$ cat config.mk
export PLATFORM = sky130hd
export DESIGN_NAME = multicycle_control_flat
export DESIGN_NICKNAME = d
export VERILOG_FILES = /design/src/rtl/multicycle_control_if.sv /design/src/rtl/multicycle_control.sv /design/src/flat_wrapper.sv
export SDC_FILE = /design/constraint.sdc
export NUM_CORES = 1
export LEC_CHECK = 0
export ABC_AREA = 1
export BUFFER_PORTS_ARGS = -buffer_cell sky130_fd_sc_hd__buf_4
export CAP_MARGIN = 20
export CORE_UTILIZATION = 50
export DETAILED_ROUTE_END_ITERATION = 10
export GPL_ROUTABILITY_DRIVEN = 1
export GPL_TIMING_DRIVEN = 0
export PLACE_DENSITY = 0.75
export SLEW_MARGIN = 40
export SYNTH_ARGS = -nofsm -noshare
export SYNTH_HDL_FRONTEND = slang
export SYNTH_SLANG_ARGS = --single-unit
$ cat constraint.sdc
create_clock -name clk -period 2.28 [get_ports clk]
set_clock_uncertainty 0.2 [all_clocks]
set_input_delay 0.456 -clock clk [delete_from_list [all_inputs] [get_ports clk]]
set_output_delay 0.456 -clock clk [all_outputs]
set_load 0.05 [all_outputs]
$ cat src/rtl/multicycle_control_if.sv
// Control bundle between the multicycle sequencer and the shared datapath:
// the IR opcode and memory handshake in, every enable and mux select out.
interface multicycle_control_if;
  logic [5:0] op;
  logic       mem_ready;
  logic       PCWrite;
  logic       Branch;
  logic       IorD;
  logic       MemRead;
  logic       MemWrite;
  logic       IRWrite;
  logic       MemToReg;
  logic       RegDst;
  logic       RegWrite;
  logic       ALUSrcA;
  logic [1:0] ALUSrcB;
  logic [2:0] ALUOp;
  logic [1:0] PCSrc;

  modport master (
    input  op, mem_ready,
    output PCWrite, Branch, IorD, MemRead, MemWrite, IRWrite, MemToReg,
           RegDst, RegWrite, ALUSrcA, ALUSrcB, ALUOp, PCSrc
  );

  modport slave (
    output op, mem_ready,
    input  PCWrite, Branch, IorD, MemRead, MemWrite, IRWrite, MemToReg,
           RegDst, RegWrite, ALUSrcA, ALUSrcB, ALUOp, PCSrc
  );
endinterface

$ cat src/rtl/multicycle_control.sv
// Multicycle MIPS-subset control FSM: per-state datapath controls decoded from
// the state register, memory-ready stalls, illegal-opcode flag, retire counter.
module multicycle_control #(
  parameter int unsigned CNT_WIDTH        = 32,
  parameter bit          IDLE_AFTER_RESET = 1'b1
) (
  input  logic                     clk,
  input  logic                     rst_n,
  multicycle_control_if.master     bus,
  output logic                     illegal_op,
  output logic [CNT_WIDTH-1:0]     instr_count,
  output logic [3:0]               state
);

  localparam logic [3:0] S_IDLE   = 4'd0;
  localparam logic [3:0] S_FETCH  = 4'd1;
  localparam logic [3:0] S_DECODE = 4'd2;
  localparam logic [3:0] S_MEMADR = 4'd3;
  localparam logic [3:0] S_MEMRD  = 4'd4;
  localparam logic [3:0] S_MEMWB  = 4'd5;
  localparam logic [3:0] S_MEMWR  = 4'd6;
  localparam logic [3:0] S_EXEC   = 4'd7;
  localparam logic [3:0] S_ALUWB  = 4'd8;
  localparam logic [3:0] S_BRANCH = 4'd9;
  localparam logic [3:0] S_ADDIEX = 4'd10;
  localparam logic [3:0] S_ADDIWB = 4'd11;
  localparam logic [3:0] S_JUMP   = 4'd12;

  localparam logic [3:0] S_RESET = IDLE_AFTER_RESET ? S_IDLE : S_FETCH;

  localparam logic [5:0] OP_R    = 6'b000000;
  localparam logic [5:0] OP_LW   = 6'b100011;
  localparam logic [5:0] OP_SW   = 6'b101011;
  localparam logic [5:0] OP_BEQ  = 6'b000100;
  localparam logic [5:0] OP_ADDI = 6'b001000;
  localparam logic [5:0] OP_J    = 6'b000010;

  logic [3:0]           state_q, state_d;
  logic [CNT_WIDTH-1:0] instr_count_q, instr_count_d;
  logic                 retire_c;

  // Controls are a pure decode of state (plus mem_ready in FETCH), so an
  // asynchronous reset clears every strobe in the same cycle.
  always_comb begin
    state_d      = state_q;
    retire_c     = 1'b0;
    illegal_op   = 1'b0;
    bus.PCWrite  = 1'b0;
    bus.Branch   = 1'b0;
    bus.IorD     = 1'b0;
    bus.MemRead  = 1'b0;
    bus.MemWrite = 1'b0;
    bus.IRWrite  = 1'b0;
    bus.MemToReg = 1'b0;
    bus.RegDst   = 1'b0;
    bus.RegWrite = 1'b0;
    bus.ALUSrcA  = 1'b0;
    bus.ALUSrcB  = 2'b00;
    bus.ALUOp    = 3'b000;
    bus.PCSrc    = 2'b00;

    case (state_q)
      S_IDLE: state_d = S_FETCH;
      S_FETCH: begin
        bus.MemRead = 1'b1;
        bus.ALUSrcB = 2'b01;
        if (bus.mem_ready) begin
          bus.IRWrite = 1'b1;
          bus.PCWrite = 1'b1;
          state_d     = S_DECODE;
        end
      end
      S_DECODE: begin
        bus.ALUSrcB = 2'b11;
        case (bus.op)
          OP_R:         state_d = S_EXEC;
          OP_LW, OP_SW: state_d = S_MEMADR;
          OP_BEQ:       state_d = S_BRANCH;
          OP_ADDI:      state_d = S_ADDIEX;
          OP_J:         state_d = S_JUMP;
          default: begin
            illegal_op = 1'b1;
            state_d    = S_FETCH;
          end
        endcase
      end
      S_MEMADR: begin
        bus.ALUSrcA = 1'b1;
        bus.ALUSrcB = 2'b10;
        state_d     = (bus.op == OP_SW) ? S_MEMWR : S_MEMRD;
      end
      S_MEMRD: begin
        bus.MemRead = 1'b1;
        bus.IorD    = 1'b1;
        if (bus.mem_ready) state_d = S_MEMWB;
      end
      S_MEMWB: begin
        bus.RegWrite = 1'b1;
        bus.MemToReg = 1'b1;
        retire_c     = 1'b1;
        state_d      = S_FETCH;
      end
      S_MEMWR: begin
        bus.MemWrite = 1'b1;
        bus.IorD     = 1'b1;
        if (bus.mem_ready) begin
          retire_c = 1'b1;
          state_d  = S_FETCH;
        end
      end
      S_EXEC: begin
        bus.ALUSrcA = 1'b1;
        bus.ALUOp   = 3'b010;
        state_d     = S_ALUWB;
      end
      S_ALUWB: begin
        bus.RegWrite = 1'b1;
        bus.RegDst   = 1'b1;
        retire_c     = 1'b1;
        state_d      = S_FETCH;
      end
      S_BRANCH: begin
        bus.ALUSrcA = 1'b1;
        bus.ALUOp   = 3'b001;
        bus.Branch  = 1'b1;
        bus.PCSrc   = 2'b01;
        retire_c    = 1'b1;
        state_d     = S_FETCH;
      end
      S_ADDIEX: begin
        bus.ALUSrcA = 1'b1;
        bus.ALUSrcB = 2'b10;
        state_d     = S_ADDIWB;
      end
      S_ADDIWB: begin
        bus.RegWrite = 1'b1;
        retire_c     = 1'b1;
        state_d      = S_FETCH;
      end
      S_JUMP: begin
        bus.PCWrite = 1'b1;
        bus.PCSrc   = 2'b10;
        retire_c    = 1'b1;
        state_d     = S_FETCH;
      end
      default: state_d = S_FETCH;
    endcase

    instr_count_d = retire_c ? instr_count_q + CNT_WIDTH'(1) : instr_count_q;
  end

  always_ff @(posedge clk or negedge rst_n) begin
    if (!rst_n) begin
      state_q       <= S_RESET;
      instr_count_q <= '0;
    end else begin
      state_q       <= state_d;
      instr_count_q <= instr_count_d;
    end
  end

  assign state       = state_q;
  assign instr_count = instr_count_q;

endmodule

$ cat src/flat_wrapper.sv
// flat-port wrapper written by rule: the top's interface ports become plain ports
module multicycle_control_flat 
#(
  parameter int unsigned CNT_WIDTH        = 32,
  parameter bit          IDLE_AFTER_RESET = 1'b1
)
  (clk, rst_n, illegal_op, instr_count, state, bus_op, bus_mem_ready, bus_PCWrite, bus_Branch, bus_IorD, bus_MemRead, bus_MemWrite, bus_IRWrite, bus_MemToReg, bus_RegDst, bus_RegWrite, bus_ALUSrcA, bus_ALUSrcB, bus_ALUOp, bus_PCSrc);
  multicycle_control_if bus_i ();
  input  logic clk;
  input  logic rst_n;
  output logic illegal_op;
  output logic [CNT_WIDTH-1:0] instr_count;
  output logic [3:0] state;
  input wire logic [$bits(bus_i.op)-1:0] bus_op;
  input wire logic [$bits(bus_i.mem_ready)-1:0] bus_mem_ready;
  output wire logic [$bits(bus_i.PCWrite)-1:0] bus_PCWrite;
  output wire logic [$bits(bus_i.Branch)-1:0] bus_Branch;
  output wire logic [$bits(bus_i.IorD)-1:0] bus_IorD;
  output wire logic [$bits(bus_i.MemRead)-1:0] bus_MemRead;
  output wire logic [$bits(bus_i.MemWrite)-1:0] bus_MemWrite;
  output wire logic [$bits(bus_i.IRWrite)-1:0] bus_IRWrite;
  output wire logic [$bits(bus_i.MemToReg)-1:0] bus_MemToReg;
  output wire logic [$bits(bus_i.RegDst)-1:0] bus_RegDst;
  output wire logic [$bits(bus_i.RegWrite)-1:0] bus_RegWrite;
  output wire logic [$bits(bus_i.ALUSrcA)-1:0] bus_ALUSrcA;
  output wire logic [$bits(bus_i.ALUSrcB)-1:0] bus_ALUSrcB;
  output wire logic [$bits(bus_i.ALUOp)-1:0] bus_ALUOp;
  output wire logic [$bits(bus_i.PCSrc)-1:0] bus_PCSrc;
  assign bus_i.op = bus_op;
  assign bus_i.mem_ready = bus_mem_ready;
  assign bus_PCWrite = bus_i.PCWrite;
  assign bus_Branch = bus_i.Branch;
  assign bus_IorD = bus_i.IorD;
  assign bus_MemRead = bus_i.MemRead;
  assign bus_MemWrite = bus_i.MemWrite;
  assign bus_IRWrite = bus_i.IRWrite;
  assign bus_MemToReg = bus_i.MemToReg;
  assign bus_RegDst = bus_i.RegDst;
  assign bus_RegWrite = bus_i.RegWrite;
  assign bus_ALUSrcA = bus_i.ALUSrcA;
  assign bus_ALUSrcB = bus_i.ALUSrcB;
  assign bus_ALUOp = bus_i.ALUOp;
  assign bus_PCSrc = bus_i.PCSrc;
  multicycle_control #(.CNT_WIDTH(CNT_WIDTH), .IDLE_AFTER_RESET(IDLE_AFTER_RESET)) u_core (.clk(clk), .rst_n(rst_n), .bus(bus_i), .illegal_op(illegal_op), .instr_count(instr_count), .state(state));
endmodule
==> flow_summary.yaml, run 1 <==
yosys:
  yosysMostFrequentCell: "sky130_fd_sc_hd__nand2_1"
  synth_seq_cells: 36
  synth-async-reset-ratio_pct: 100
  synth-main-ff-cell: "sky130_fd_sc_hd__dfrtp_1"
  postSynthAreaPerCell_um2: 5.97
  yosysTopAreaCell: "sky130_fd_sc_hd__dfrtp_1"
  synthesis.instances: 457
  syn_nets: 467
  syn-cell-area_um2: 2730
  seq_area_frac_synth_pct: 33.0
  synth_common_cells: "sky130_fd_sc_hd__nand2_1 (200), sky130_fd_sc_hd__nor2_1 (72), sky130_fd_sc_hd__inv_1 (51), sky130_fd_sc_hd__dfrtp_1 (36), sky130_fd_sc_hd__nand3_1 (23)"
  yosys_warnings: 0
  synth_enable_flop_cells: 0
  synth.top_cell.area_share_pct: 33.0
  synth_top_cells_by_area: "sky130_fd_sc_hd__dfrtp_1 (33%), sky130_fd_sc_hd__nand2_1 (28%), sky130_fd_sc_hd__nor2_1 (9.9%), sky130_fd_sc_hd__inv_1 (7.0%), sky130_fd_sc_hd__nand3_1 (4.2%)"
  yosys.cell_types.count: 24
sta:
  post-route-min-period_ns: 2.20
  finalHoldViolations: 0
  finalSetupTns_ns: 0
  min_period_over_period_pct: 96.3
  rsz0062_at_grt: "yes"
  finalSetupViolCount: 0
  timing.final.ws_setup_ns: 0.0845
  fmax_mhz: 455
  worst_slack_on_hold_paths_ns: 0.245
  maxSlewViolCount: 0
place:
  place.gp.congestion: 0.893
  dpl.hpwl_mm: 5.78
  port_buffers: 61
  preCtsSetupSlack_ns: 0.187
  total_cell_area_at_the_placement_stage_um2: 3290
worst_setup_path:
  cp-startpoint: "u_core.state[2]"
  crit_path_end_kind: "output port"
  cp_common_cell: "sky130_fd_sc_hd__buf_4"
  critical_path.n_buffers_inverters: 4
  critical_path_class: "flip-flop to output port"
  critical_path.reg2reg.startpoint: "u_core.instr_count[1]"
  critical_path_peak_fanout: 3
  path_cells: "buf_4, nor2_2, nand2_1, inv_1, buf_4, buf_4"
  crit_family: "buffers and inverters"
  cp.arrival_ns: 1.54
  cpMaxStageDelayCell: "sky130_fd_sc_hd__dfrtp_2"
  critical_path.startpoint_type: "flip-flop"
  cp.required_ns: 1.62
  max_stage_delay_ns: 0.44
cts:
  cts_tree: "yes"
  cts.path.max_buffers: 2
  cts_num_sinks: 36
  cts_made_buffers: 5
  clock_latency_ns: 0.29
  cts_max_level: 2
  clk_root_buffer_cell: "sky130_fd_sc_hd__clkbuf_8"
  cts.reportedPaths.clkPinSlew_ns: 0.07
die:
  fp.dieW_um: 75.8
  rows: 26
  floorplan.io_pins: 63
  die-height_um: 75.8
  initial_utilization_pct: 52.7
  placeableCoreArea_um2: 5170
  dieArea_um2: 5750
grt:
  number_of_antenna_violations_at_the_first_check_in_global_routing: 0
  grt_start_max_net_pins: 37
  grt_pass1_wl_mm: 12.0
  number_of_global_route_vias_before_repair: 2638
  groute.usage.overall_pct: 28.1
  gr-total-overflow: 0
power_and_ir_drop:
  swShare_pct: 49.9
  p_comb_share_pct: 55.3
  p_leak_uw: 0.00183
  clockPowerShare_pct: 17.0
  pwrdens_nw_per_um2: 859
  internal-power_uw: 1480
  irDropWorstVdd_v: 0.00129
  power_frac_seq_pct: 27.7
  report.power.total_uw: 2960
  power_switching_uw: 1480
drt:
  detailroute.via_count: 2986
  remaining_drc_errors: 0
  detail_route.wl_per_cell_um: 12.3
  drtAntennaViolNets: 0
  totalWireLength_mm: 7.40
  first_pass_iters: 4
  detailedRoute.firstIterationViolations: 160
  vias_per_cell: 4.98
cells_and_area:
  area_growth_pct: 26.4
  final_area_um2: 3450
  layout_cell_share_with_drive_strength_beyond_1_pct: 21.9
  design.final.nets: 540
  antenna-diode-count: 0
status:
  result_of_the_run: "finished, final reports clean"
hold_path:
  hold_path.class: "input pin to flip-flop"
  hold_start: "bus_mem_ready"
flow_run:
  max-cap-violations: 0
## state kept, by name, indices dropped and copies added, names as in the netlist
signal              count
u_core.instr_count     32
u_core.state            4
## final timing paths
path	end	slack, ns	cells after the start
hold reg to reg	u_core.instr_count[31]	0.34	2
max in group asynchronous	u_core.state[2]	1.05	2
setup / recovery	bus_PCSrc[0]	0.08	6
hold / removal	u_core.state[0]	0.25	4
setup reg to reg	u_core.instr_count[16]	0.36	9
min in group asynchronous	u_core.instr_count[8]	0.47	2
## final cells by class
class	instances	area [um^2]
Tap cell	70	87.6
Inverter	56	210
Buffer	11	88.8
Fill cell	478	1730
Multi-Input combinational cell	354	1550
Timing Repair Buffer	66	505
Sequential cell	36	906
Clock buffer	7	96.3
## timing repair
action | CTS | global route
pin swaps | 0 | 2
gates cloned | 0 | 0
gates resized for setup | 4 | 4
setup buffers | 2 | 2
hold buffers | 1 | 0
endpoints found under the setup margin | 1 | 3
endpoints found under the hold margin | 36 | 0
## worst reg2reg max path, delay by kind of cell, from the launching register on
kind          cells  cell delay (ns)
simple gates      5             0.65
flops             1             0.43
fa+ha+maj         1             0.18
buf+inv           2             0.25
xor+xnor          1             0.16
## through the flow
| step | util (%) | std cells |
|---|---|---|
| detailed placement | 63.5 | 588 |
| CTS | 66.1 | 598 |
| floorplan | - | 457 |
| global placement | 63.5 | 588 |
| global route | 66.6 | 600 |
| finish | 66.6 | 600 |
## routing by layer
metal | wire length (um) | track usage (%) | share of wire (%)
met2 | 3570 | 46.0 | 48
met1 | 3330 | 37.3 | 45
met5 | 0 | 0 | 0
met4 | 113 | 7.61 | 1.5
met3 | 379 | 6.22 | 5.1
## logic make-up (layout without fill, tap and decap cells)
family	Yosys count	in the layout	share of synthesized area, %
AOI/OAI and AO/OA	21	21	3.95
xor gates and xnor gates	12	12	3.85
adders and majority gates	1	1	0.459
buffers and inverters	67	140	11.0
DFF	36	36	33.0
other	1	1	0.138
and+or+nand+nor	319	319	47.6
## cell usage in the layout, fill, tap and decap left out
master and n:
sky130_fd_sc_hd__buf_4 68, sky130_fd_sc_hd__xnor2_1 1, sky130_fd_sc_hd__nand3_1 23, sky130_fd_sc_hd__dfrtp_2 4, sky130_fd_sc_hd__buf_6 3, sky130_fd_sc_hd__nand2_4 1, sky130_fd_sc_hd__nor3_1 2, sky130_fd_sc_hd__o21ai_1 1
sky130_fd_sc_hd__conb_1 1, sky130_fd_sc_hd__a31oi_1 2, sky130_fd_sc_hd__nor2_1 69, sky130_fd_sc_hd__nor3_2 1, sky130_fd_sc_hd__inv_1 51, sky130_fd_sc_hd__a21oi_1 1, sky130_fd_sc_hd__buf_2 4, sky130_fd_sc_hd__nand4_1 1
sky130_fd_sc_hd__nor2_2 7, sky130_fd_sc_hd__xor2_1 11, sky130_fd_sc_hd__ha_1 1, sky130_fd_sc_hd__and2_1 1, sky130_fd_sc_hd__clkbuf_8 7, sky130_fd_sc_hd__dlygate4sd3_1 1, sky130_fd_sc_hd__nand2_2 10, sky130_fd_sc_hd__o21ai_2 1
sky130_fd_sc_hd__dfrtp_1 32, sky130_fd_sc_hd__o21ai_0 16, sky130_fd_sc_hd__nand2_1 200, sky130_fd_sc_hd__buf_12 1, sky130_fd_sc_hd__nor2_4 4, sky130_fd_sc_hd__inv_2 5
## power by group through the flow
stage	clock network (uW)	logic [uW]	registers (uW)
3_5_place_dp	0	1560	836
4_1_cts	517	1600	820
2_1_floorplan	0	923	1050
6_report	504	1640	819
5_1_grt	542	1760	831
3_3_place_gp	0	1550	834
Power figures use the tool's default switching activity.
==> run 2, diff against run 1 <==
- GPL_ROUTABILITY_DRIVEN: 1 -> 0
- PLACE_DENSITY: 0.75 -> unset
- PLACE_DENSITY_LB_ADDON: unset -> 0.12
- SLEW_MARGIN: 40 -> unset
==> run 2 against run 1 <==
  * Fmax down 1.2%
  * Die area unchanged
  * Via count down 1.1%
  * Largest cell class unchanged
  * Largest power group unchanged
  * Highest routed layer unchanged
==> flow_summary.yaml, run 2 (same netlist as run 1, synthesis figures left out) <==
status:
  result_of_the_run: "finished, final reports clean"
worst_setup_path:
  crit_path_end_kind: "output port"
  cpMaxStageDelayCell: "sky130_fd_sc_hd__dfrtp_2"
  critical_path_class: "flip-flop to output port"
  timing.reg2reg.setup_slack_ns: 0.35
  r2r_end: "u_core.instr_count[16]"
  worst_r2r_path_depth: 9
  critical_path.reg2reg.startpoint: "u_core.instr_count[1]"
  critPathCapture: "bus_RegWrite"
  cp-startpoint: "u_core.state[2]"
  cp.arrival_ns: 1.57
  cp_common_cell: "sky130_fd_sc_hd__buf_4"
  max_stage_delay_ns: 0.44
  critical_path.startpoint_type: "flip-flop"
  critical_path_peak_fanout: 6
  path_cells: "buf_4, nor3_1, nor2_4, inv_1, buf_4"
  cp.required_ns: 1.62
drt:
  vias_per_cell: 4.92
  remaining_drc_errors: 0
  detailedRoute.firstIterationViolations: 171
  totalWireLength_mm: 7.02
  drtAntennaViolNets: 0
  detailroute.via_count: 2953
  detail_route.wl_per_cell_um: 11.7
  first_pass_iters: 4
cts:
  clock_latency_ns: 0.29
  cts_num_sinks: 36
  cts_max_level: 2
  cts.reportedPaths.clkPinSlew_ns: 0.07
  cts_tree: "yes"
  clk_root_buffer_cell: "sky130_fd_sc_hd__clkbuf_8"
  cts.path.max_buffers: 2
  cts_made_buffers: 5
die:
  placeableCoreArea_um2: 5170
  die-height_um: 75.8
  fp.dieW_um: 75.8
  initial_utilization_pct: 52.7
  floorplan.io_pins: 63
  rows: 26
  dieArea_um2: 5750
place:
  dpl.hpwl_mm: 5.42
  total_cell_area_at_the_placement_stage_um2: 3290
  port_buffers: 61
  placed_cells_incl_taps: 588
  preCtsSetupSlack_ns: 0.135
grt:
  grt_pass1_wl_mm: 11.2
  groute.usage.overall_pct: 25.6
  number_of_antenna_violations_at_the_first_check_in_global_routing: 0
  grt_start_max_net_pins: 37
  gr-total-overflow: 0
  number_of_global_route_vias_before_repair: 2533
power_and_ir_drop:
  report.power.total_uw: 2960
  irDropWorstVdd_v: 0.00107
  pwrdens_nw_per_um2: 858
  p_leak_uw: 0.00182
sta:
  maxSlewViolCount: 0
  post-route-min-period_ns: 2.22
  finalSetupViolCount: 0
  timing.final.ws_setup_ns: 0.0585
  finalHoldViolations: 0
  fmax_mhz: 450
  rsz0062_at_grt: "yes"
  min_period_over_period_pct: 97.4
cells_and_area:
  postLayoutCoreUtil_pct: 66.8
  mostFrequentLayoutCell: "sky130_fd_sc_hd__nand2_1"
  final_area_um2: 3450
  layout_cell_share_with_drive_strength_beyond_1_pct: 21.9
  instances_no_fill: 600
  antenna-diode-count: 0
  area_growth_pct: 26.7
  largest_register_ff_count: 32
  design.final.nets: 539
  layout.cells.most_common_list: "sky130_fd_sc_hd__nand2_1 (200), sky130_fd_sc_hd__nor2_1 (69), sky130_fd_sc_hd__buf_4 (65)"
flow_run:
  max-cap-violations: 0
hold_path:
  hold_path.class: "input pin to flip-flop"
  min_delay_path_depth: 4
==> run 2: area by class of cell <==
cell class	count	area (um^2)
inverters	56	210
clock buffers	6	82.6
well taps	70	87.6
multi-input cells	354	1560
flip-flops and latches	36	906
fillers	474	1720
plain buffers	11	88.8
clock inverters	2	15.0
repair buffers	65	505
==> run 2: routing by layer <==
metal	GRT usage [%]	share of wire, %	vias up
met3	4.10	5.1	11
met4	9.88	1.8	0
li1	-	-	1515
met1	32.9	46	1328
met2	43.2	47	99
met5	0	0	-
==> run 2: stage by stage <==
| step | setup TNS, ns | hold slack [ns] |
|---|---|---|
| after floorplan | -0.227 | -0.0396 |
| after global placement | 0 | 0.248 |
| after detailed placement | 0 | 0.253 |
| after CTS | 0 | 0.241 |
| after global routing | -0.00666 | 0.273 |
| final | 0 | 0.252 |
==> run 2: critical path, delay by kind of cell (launching register included) <==
family                 cells  cell delay (ns)
buffers and inverters      3             0.42
flip-flops                 1             0.44
AND/OR/NAND/NOR            2             0.41
==> run 2: worst min-delay path by stage <==
stage | start | end | slack, ns
floorplan | rst_n | u_core.instr_count[0] | -0.04
global placement | rst_n | u_core.instr_count[1] | 0.25
detailed placement | rst_n | u_core.instr_count[1] | 0.25
CTS | bus_mem_ready | u_core.state[0] | 0.24
global route | bus_mem_ready | u_core.state[0] | 0.27
finish | bus_mem_ready | u_core.state[0] | 0.25
==> run 2: power by group <==
group	total, uW	leakage, uW	switching, uW	internal [uW]
Sequential	818	0.000487	105	713
Combinational	1650	0.00129	1140	504
Clock	500	0.0000434	255	245
Total	2960	0.00182	1500	1460
==> run 2: what timing repair did <==
| action | 4_1_cts | 5_1_grt |
|---|---|---|
| setup buffers | 1 | 2 |
| hold endpoints to repair | 36 | 0 |
| endpoints found under the setup margin | 1 | 3 |
| hold buffers | 1 | 0 |
| gates resized for setup | 5 | 6 |
| pin swaps | 0 | 2 |
==> run 3, diff against run 2 <==
- CTS_BUF_LIST: unset -> sky130_fd_sc_hd__clkbuf_8
- PLACE_DENSITY_LB_ADDON: 0.12 -> 0.08
==> run 3 against run 2 <==
  * Register-to-register slack about the same
  * Fmax fell by 0.24%
  * Clock power increased by 16%
  * First-iteration DRC count shrank 13%
  * Power grew 2.7%
  * Worst hold slack improved by 0.0065 ns
  * Global-route usage up 1.2 points
  * Count of clock-buffer cells in the layout decreased by 1
  * Wire length rose by 0.61%
  * Highest routed layer unchanged
  * Worst setup slack got worse by 0.0053 ns
  * Via count about the same
==> flow_summary.yaml, run 3 (same netlist as run 1, synthesis figures left out) <==
status:
  result_of_the_run: "finished, final reports clean"
worst_setup_path:
  crit_family: "buffers and inverters"
  crit_path_end_kind: "output port"
  critical_path.startpoint_type: "flip-flop"
  max_stage_delay_ns: 0.45
  timing.reg2reg.setup_slack_ns: 0.35
  critical_path_class: "flip-flop to output port"
  cp.required_ns: 1.62
  cp.arrival_ns: 1.57
  path_cells: "buf_4, nor2_2, nand2_1, inv_2, buf_4, buf_4"
  cp_common_cell: "sky130_fd_sc_hd__buf_4"
  cpMaxStageDelayCell: "sky130_fd_sc_hd__dfrtp_2"
  critical_path_peak_fanout: 5
  critical_path.reg2reg.startpoint: "u_core.instr_count[1]"
  cp-startpoint: "u_core.state[2]"
  critical_path.n_buffers_inverters: 4
grt:
  groute.usage.overall_pct: 26.8
  grt_start_max_net_pins: 37
  gr-total-overflow: 0
  number_of_global_route_vias_before_repair: 2638
  grt_pass1_wl_mm: 11.6
  number_of_antenna_violations_at_the_first_check_in_global_routing: 0
sta:
  post-route-min-period_ns: 2.23
  finalSetupViolCount: 0
  worst_slack_on_hold_paths_ns: 0.259
  finalHoldViolations: 0
  maxSlewViolCount: 0
  min_period_over_period_pct: 97.7
  rsz0062_at_grt: "yes"
  timing.final.ws_setup_ns: 0.0532
  fmax_mhz: 449
cts:
  clk_root_buffer_cell: "sky130_fd_sc_hd__clkbuf_8"
  cts_num_sinks: 36
  cts_tree: "yes"
  cts_made_buffers: 5
  cts_max_level: 2
  cts.reportedPaths.clkPinSlew_ns: 0.08
  cts.path.max_buffers: 2
  clock_latency_ns: 0.30
place:
  port_buffers: 61
  dpl.hpwl_mm: 5.61
  preCtsSetupSlack_ns: 0.162
die:
  die-height_um: 75.8
  dieArea_um2: 5750
  placeableCoreArea_um2: 5170
  fp.dieW_um: 75.8
  rows: 26
  initial_utilization_pct: 52.7
  floorplan.io_pins: 63
drt:
  detailroute.via_count: 2951
  detail_route.wl_per_cell_um: 11.8
  totalWireLength_mm: 7.07
  vias_per_cell: 4.91
  dr_wl_met2_mm: 3.45
  remaining_drc_errors: 0
  dr_wl_met3_um: 302
  detail_route.wirelength.met1_mm: 3.16
  first_pass_iters: 5
  highest-signal-layer: "met4"
  detailedRoute.firstIterationViolations: 148
  drtAntennaViolNets: 0
cells_and_area:
  multiInputGateArea_um2: 1560
  area_growth_pct: 27.2
  design.final.nets: 540
  register_area_um2: 906
  layout.cells.most_common_list: "sky130_fd_sc_hd__nand2_1 (199), sky130_fd_sc_hd__nor2_1 (69), sky130_fd_sc_hd__buf_4 (67)"
  mostFrequentLayoutCell: "sky130_fd_sc_hd__nand2_1"
  postLayoutCoreUtil_pct: 67.1
  layout_cell_share_with_drive_strength_beyond_1_pct: 22.4
  antenna-diode-count: 0
  largest_register_ff_count: 32
  fillCellCount: 467
hold_path:
  hold_path.class: "input pin to flip-flop"
  hold_start: "bus_mem_ready"
power_and_ir_drop:
  irDropWorstVdd_v: 0.00110
  p_leak_uw: 0.00183
  pwrdens_nw_per_um2: 878
flow_run:
  max-cap-violations: 0
[run 3: per-layer routing]
layer	vias up	track usage, %
li1	1521	-
met4	0	10.5
met5	-	0
met3	14	4.63
met1	1339	33.0
met2	77	46.5
[run 3: power breakdown]
group	internal, uW	switching (uW)
sequential	713	106
combinational	509	1140
clock	324	255
total	1550	1500
[run 3: final timing paths]
| path | to | cells after the start |
|---|---|---|
| max | bus_ALUOp[0] | 6 |
| max in group asynchronous | u_core.state[0] | 2 |
| max reg2reg | u_core.instr_count[16] | 9 |
| min reg2reg | u_core.instr_count[31] | 2 |
| min in group asynchronous | u_core.instr_count[1] | 2 |
| min | u_core.state[0] | 4 |
[run 3: layout make-up]
type                       instances  share of cell area [%]
buffer                            11                    2.56
clock buffer                       5                    1.98
clock inverter                     3                    1.23
inverter                          56                    6.06
multi-input combinational        354                    44.8
sequential                        36                    26.1
tap                               70                    2.53
timing repair buffer              66                    14.7
[run 3: worst min-delay path: stages]
cell                      delay (ns)
sky130_fd_sc_hd__buf_4          0.09
sky130_fd_sc_hd__a21oi_1        0.06
sky130_fd_sc_hd__nand2_1        0.06
sky130_fd_sc_hd__nand2_1        0.05
[run 3: what timing repair did]
item	CTS	global route
endpoints found under the hold margin	36	0
resized for setup	4	7
hold buffers	1	0
setup buffers	2	2
setup endpoints to repair	1	4
cloned	0	0
pin swaps	0	1
[run 3: per-stage QoR]
step	TNS [ns]	power (uW)	cell area, um^2	instances
floorplan	-0.227	1970	2740	457
global placement	0	2380	3290	588
detailed placement	0	2400	3290	588
CTS	0	3000	3430	599
global route	-0.0269	3220	3470	601
finish	0	3050	3470	601
